<file path="config.mk">
export PLATFORM = sky130hd
export DESIGN_NAME = mux_n_skid_flat
export DESIGN_NICKNAME = d
export VERILOG_FILES = /design/src/rtl/mux_n_skid_if.sv /design/src/rtl/mux_n_skid.sv /design/src/flat_wrapper.sv
export SDC_FILE = /design/constraint.sdc
export NUM_CORES = 1
export LEC_CHECK = 0
export ABC_AREA = 1
export BUFFER_PORTS_ARGS = -buffer_cell sky130_fd_sc_hd__buf_2
export CAP_MARGIN = 20
export CORE_MARGIN = 8
export CORE_UTILIZATION = 49
export DETAILED_ROUTE_END_ITERATION = 16
export PLACE_DENSITY = 0.79
export SLEW_MARGIN = 20
export SYNTH_ARGS = -nofsm -noshare
export SYNTH_HDL_FRONTEND = slang
export SYNTH_SLANG_ARGS = --single-unit
</file>
<file path="constraint.sdc">
create_clock -name clk_i -period 1.69 [get_ports clk_i]
set_input_delay 0.169 -clock clk_i [delete_from_list [all_inputs] [get_ports clk_i]]
set_output_delay 0.169 -clock clk_i [all_outputs]
set_load 0.02 [all_outputs]
</file>
<file path="src/rtl/mux_n_skid_if.sv">
// Handshake/bus bundle for mux_n_skid: upstream N-way data with select,
// downstream registered beat, and a synchronous flush request.
`timescale 1ns/1ps
interface mux_n_skid_if #(
    parameter int WIDTH  = 32,
    parameter int NUM_IN = 4,
    parameter int SEL_W  = 2
) ();
    logic                    flush_i;
    logic [NUM_IN*WIDTH-1:0] data_i;
    logic [SEL_W-1:0]        select_i;
    logic                    valid_i;
    logic                    ready_o;
    logic [WIDTH-1:0]        data_o;
    logic                    err_o;
    logic                    valid_o;
    logic                    ready_i;

    // Driver / consumer side (the environment around the selector).
    modport master (
        output flush_i, data_i, select_i, valid_i, ready_i,
        input  ready_o, data_o, err_o, valid_o
    );

    // Selector side.
    modport slave (
        input  flush_i, data_i, select_i, valid_i, ready_i,
        output ready_o, data_o, err_o, valid_o
    );
endinterface

</file>
<file path="src/rtl/mux_n_skid.sv">
// N-way WIDTH-bit selector with a registered output, valid/ready handshake
// and a two-entry (head + skid) buffer. ready_o is decoded from the state
// register only, so there is no combinational path from ready_i to ready_o.
`timescale 1ns/1ps
module mux_n_skid #(
    parameter int WIDTH  = 32,
    parameter int NUM_IN = 4,
    parameter int SEL_W  = 2
) (
    input  logic         clk_i,
    input  logic         rst_i,
    mux_n_skid_if.slave  bus
);

    generate
        if (NUM_IN < 2 || NUM_IN > 16) begin : g_bad_num_in
            $error("mux_n_skid: NUM_IN must be in 2..16");
        end
        if ((2 ** SEL_W) < NUM_IN) begin : g_bad_sel_w
            $error("mux_n_skid: SEL_W too narrow to address NUM_IN inputs");
        end
    endgenerate

    typedef enum logic [1:0] {
        ST_EMPTY = 2'd0,
        ST_ONE   = 2'd1,
        ST_TWO   = 2'd2
    } state_t;

    state_t             state_q, state_d;
    logic [WIDTH-1:0]   head_data_q, skid_data_q;
    logic               head_err_q, skid_err_q;

    logic [WIDTH-1:0]   slice [NUM_IN];
    logic [WIDTH-1:0]   sel_data;
    logic               sel_hit;
    logic               accept, pop;
    logic               load_head, load_skid, move_skid;

    // Unpack the flat input bus; only in-range slices exist, so an
    // out-of-range select can never read past data_i.
    for (genvar gi = 0; gi < NUM_IN; gi++) begin : g_slice
        assign slice[gi] = bus.data_i[gi*WIDTH +: WIDTH];
    end

    // Select the addressed input; a miss yields zero data and flags an error.
    always_comb begin
        sel_data = '0;
        sel_hit  = 1'b0;
        for (int k = 0; k < NUM_IN; k++) begin
            if (bus.select_i == SEL_W'(k)) begin
                sel_data = slice[k];
                sel_hit  = 1'b1;
            end
        end
    end

    assign bus.valid_o = (state_q != ST_EMPTY);
    assign bus.ready_o = (state_q != ST_TWO);
    assign bus.data_o  = head_data_q;
    assign bus.err_o   = head_err_q;

    assign accept = bus.valid_i && bus.ready_o;
    assign pop    = bus.valid_o && bus.ready_i;

    // Next-state and buffer-steering decode; flush overrides to EMPTY.
    always_comb begin
        state_d   = state_q;
        load_head = 1'b0;
        load_skid = 1'b0;
        move_skid = 1'b0;
        unique case (state_q)
            ST_EMPTY: begin
                if (accept) begin
                    state_d   = ST_ONE;
                    load_head = 1'b1;
                end
            end
            ST_ONE: begin
                if (accept && !pop) begin
                    state_d   = ST_TWO;
                    load_skid = 1'b1;
                end else if (accept && pop) begin
                    load_head = 1'b1;
                end else if (pop) begin
                    state_d   = ST_EMPTY;
                end
            end
            ST_TWO: begin
                if (pop) begin
                    state_d   = ST_ONE;
                    move_skid = 1'b1;
                end
            end
            default: state_d = ST_EMPTY;
        endcase
        // Buffered contents become invalid; data registers may keep stale values.
        if (bus.flush_i) begin
            state_d = ST_EMPTY;
        end
    end

    // State register.
    always_ff @(posedge clk_i or negedge rst_i) begin
        if (!rst_i) begin
            state_q <= ST_EMPTY;
        end else begin
            state_q <= state_d;
        end
    end

    // Head and skid beat registers; head takes a fresh beat or the skid entry.
    always_ff @(posedge clk_i or negedge rst_i) begin
        if (!rst_i) begin
            head_data_q <= '0;
            head_err_q  <= 1'b0;
            skid_data_q <= '0;
            skid_err_q  <= 1'b0;
        end else begin
            if (load_head) begin
                head_data_q <= sel_data;
                head_err_q  <= ~sel_hit;
            end else if (move_skid) begin
                head_data_q <= skid_data_q;
                head_err_q  <= skid_err_q;
            end
            if (load_skid) begin
                skid_data_q <= sel_data;
                skid_err_q  <= ~sel_hit;
            end
        end
    end

endmodule

</file>
<file path="src/flat_wrapper.sv">
// flat-port wrapper written by rule: the top's interface ports become plain ports
module mux_n_skid_flat 
#(
    parameter int WIDTH  = 32,
    parameter int NUM_IN = 4,
    parameter int SEL_W  = 2
)
  (clk_i, rst_i, bus_flush_i, bus_data_i, bus_select_i, bus_valid_i, bus_ready_i, bus_ready_o, bus_data_o, bus_err_o, bus_valid_o);
  mux_n_skid_if #(.WIDTH(WIDTH), .NUM_IN(NUM_IN), .SEL_W(SEL_W)) bus_i ();
  input  logic clk_i;
  input  logic rst_i;
  input wire logic [$bits(bus_i.flush_i)-1:0] bus_flush_i;
  input wire logic [$bits(bus_i.data_i)-1:0] bus_data_i;
  input wire logic [$bits(bus_i.select_i)-1:0] bus_select_i;
  input wire logic [$bits(bus_i.valid_i)-1:0] bus_valid_i;
  input wire logic [$bits(bus_i.ready_i)-1:0] bus_ready_i;
  output wire logic [$bits(bus_i.ready_o)-1:0] bus_ready_o;
  output wire logic [$bits(bus_i.data_o)-1:0] bus_data_o;
  output wire logic [$bits(bus_i.err_o)-1:0] bus_err_o;
  output wire logic [$bits(bus_i.valid_o)-1:0] bus_valid_o;
  assign bus_i.flush_i = bus_flush_i;
  assign bus_i.data_i = bus_data_i;
  assign bus_i.select_i = bus_select_i;
  assign bus_i.valid_i = bus_valid_i;
  assign bus_i.ready_i = bus_ready_i;
  assign bus_ready_o = bus_i.ready_o;
  assign bus_data_o = bus_i.data_o;
  assign bus_err_o = bus_i.err_o;
  assign bus_valid_o = bus_i.valid_o;
  mux_n_skid #(.WIDTH(WIDTH), .NUM_IN(NUM_IN), .SEL_W(SEL_W)) u_core (.clk_i(clk_i), .rst_i(rst_i), .bus(bus_i));
endmodule
</file>
==> metrics.txt <==
switching part of the total power 0.3554; Worst Hold End u_core.state_q[1]; Worst Clk Skew 0.006847 ns; critical path endpoint category register; most frequent cell after synthesis nand2_1; cts bufs inserted 9; R2R setup slack 0.14 ns; Tot Pwr 5.038 mW; drt initial violations 298; RePlAce Congestion 0.8797; H-tree depth 3; Max Clock Freq 0.6461 GHz; Peak VDD IR 387.5 uV; Global Route Usage Sum 0.2364; worst slack at placement 0.1448 ns; Row Count 34; Initial Util 0.4974; Slew HR 0.4557; syn nets 732; commonest cells in the netlist 236 x nand2_1, 125 x nand3_1, 68 x dfrtp_1; DR pass1 iterations 7; Ys Warns 0; CP required 1.96 ns; vias in the first global route 4710; async set or reset register ratio after synthesis 1.000; postcts setup bufs 0; MaxCap Viol Count 0; Hold-fix buffers, CTS 1; chip width 109.2 um; Sum Neg Setup Slack 0 ns; CP Max Fanout 32; die area 0.01192 sq mm; CTS tree built; Mean Syn Cell Area 7.124 sq um; final worst setup slack 0.1423 ns; Core ar. 0.008551 sq mm; worst hold slack 0.08484 ns; clock transition at the registers of the reported paths 0.07 ns; top_reg_cell synth dfrtp_1; Routed WL 13670 um; Post-Syn Instances 597; Clock power frac 0.235; Register-to-Register Path Depth 7; crit path launch u_core.state_q[1]; Slew Limit Fails 0; Worst Hold Launch bus_flush_i; Final Cell Area 0.005256 sq mm; kind of critical path register to register; Hold Path Class primary input to register; nets 891; synthesized area 0.004253 sq mm; Hold Path Depth 2; Int Power 3.248 mW; Buffers on Ports 169; Worst R2R Start u_core.state_q[1]; post-route ant nets 0; ant diodes 0; drt wl/cell 15.75 um; status complete, no violations; share of cells above drive strength 1 0.2961; clock latency on the worst-skew pair 0.33 ns; Netlist cell types 21; final hold vios 0; Post-Place Cell Area 0.005077 sq mm; Seq/Total Area, Yosys 0.4001; first-pass GRT wire length 22380 um; grt total ovfl 0; Yosys reg bits 68; area leader, netlist dfrtp_1; Clock Path Buffers 2; leakage 2.934 nW; Final period util 0.9158; post-synth top area share 0.4001; post-CTS sizing 0; RSZ-0062 raised after global routing false; CP Launch Type register; Vias 4499; Flop pwr share 0.461; number of synthesized flops with an enable pin 0; clock sink count 68; largest net degree at the start of global routing 45; Synth area leaders dfrtp_1 40%, nand2_1 21%, nand3_1 15%, o21ai_0 4.0%, or2_1 3.7%; pwr dens 958.5 mW/mm^2; Comb power frac 0.304; Finish-stage setup viols 0; Slew @ Worst Pin 0.8145 ns; clk root buf clkbuf_8; total I/O pin count 170; DRC Markers 0; fin crit period 1.548 ns; initial antenna violation count 0; P_sw 1.790 mW; Synth-to-Final Area Change 23.60%; vias per inst 5.183; HPWL after DPL 9998 um; Chip Height 109.2 um; FF-to-FF End u_core.bus.data_o[0]; crit path DAT 1.82 ns
-- layer usage --
| metal | track usage | share of wire | up-vias |
|---|---|---|---|
| met5 | 0 | 0 | - |
| met4 | 0.08211 | 0.018 | 0 |
| met3 | 0.06501 | 0.10 | 21 |
| met2 | 0.3904 | 0.48 | 221 |
| met1 | 0.2904 | 0.40 | 2040 |
| li1 | - | - | 2217 |
-- cell usage in the layout (no fill, tap or decap), types with 2 or more instances in the layout --
cell	instances
nor2_1	5
nor2_4	4
buf_2	168
nand2_4	3
nand2_1	236
buf_12	2
nand3_1	125
clkbuf_8	11
nand3_2	8
or2_2	7
inv_2	5
inv_4	2
buf_4	11
or2_1	25
clkinv_2	2
inv_1	38
dfrtp_1	68
clkbuf_1	2
o21ai_0	34
-- logic make-up (layout without fill, tap and decap cells) --
group	count (synthesis)	count (layout)	share of synthesized area
compound gates	34	34	0.04001
simple gates	416	416	0.4545
buf+inv	79	242	0.1053
flops	68	68	0.4001
-- layout make-up --
type | count | area [sq um]
Timing Repair Buffer | 182 | 973.4
Multi-Input combinational cell | 450 | 2103
Clock inverter | 2 | 10.01
Clock buffer | 13 | 158.9
Tap cell | 108 | 135.1
Fill cell | 782 | 3294
Sequential cell | 68 | 1702
Inverter | 45 | 173.9
-- power by group through the flow --
stage	registers [mW]	clock network [mW]	logic [mW]
3_5_place_dp	2.35	0	1.53
4_1_cts	2.32	1.19	1.54
3_3_place_gp	2.33	0	1.49
6_report	2.32	1.19	1.53
2_1_floorplan	2.49	0	0.829
5_1_grt	2.37	1.27	1.74
-- through the flow --
step / util / instances
global route: 0.6147 / 868
detailed placement: 0.5938 / 852
floorplan: - / 597
CTS: 0.6147 / 868
global placement: 0.5938 / 852
finish: 0.6147 / 868
-- worst max-delay path, stage by stage (launching register included) --
cell	delay, ns
dfrtp_1	0.47
inv_2	0.13
nand2_4	0.08
inv_4	0.08
nand2_8	0.11
inv_4	0.36
nand3_1	0.14
nand2_1	0.09
-- how the worst max path moves through the flow --
stage / end / slack (ns)
after floorplan: u_core.skid_data_q[26] / 0.50
after global placement: u_core.bus.data_o[27] / 0.19
after detailed placement: u_core.bus.data_o[0] / 0.14
after CTS: u_core.bus.data_o[0] / 0.14
after global routing: u_core.bus.data_o[26] / 0.03
final: u_core.bus.data_o[0] / 0.14
-- registers in the layout (all words and copies together) (netlist names) --
name and count:
u_core.bus.data_o 32, u_core.bus.err_o 1, u_core.skid_data_q 32, u_core.skid_err_q 1, u_core.state_q 2
No activity file was read; power rests on OpenSTA's default activity.
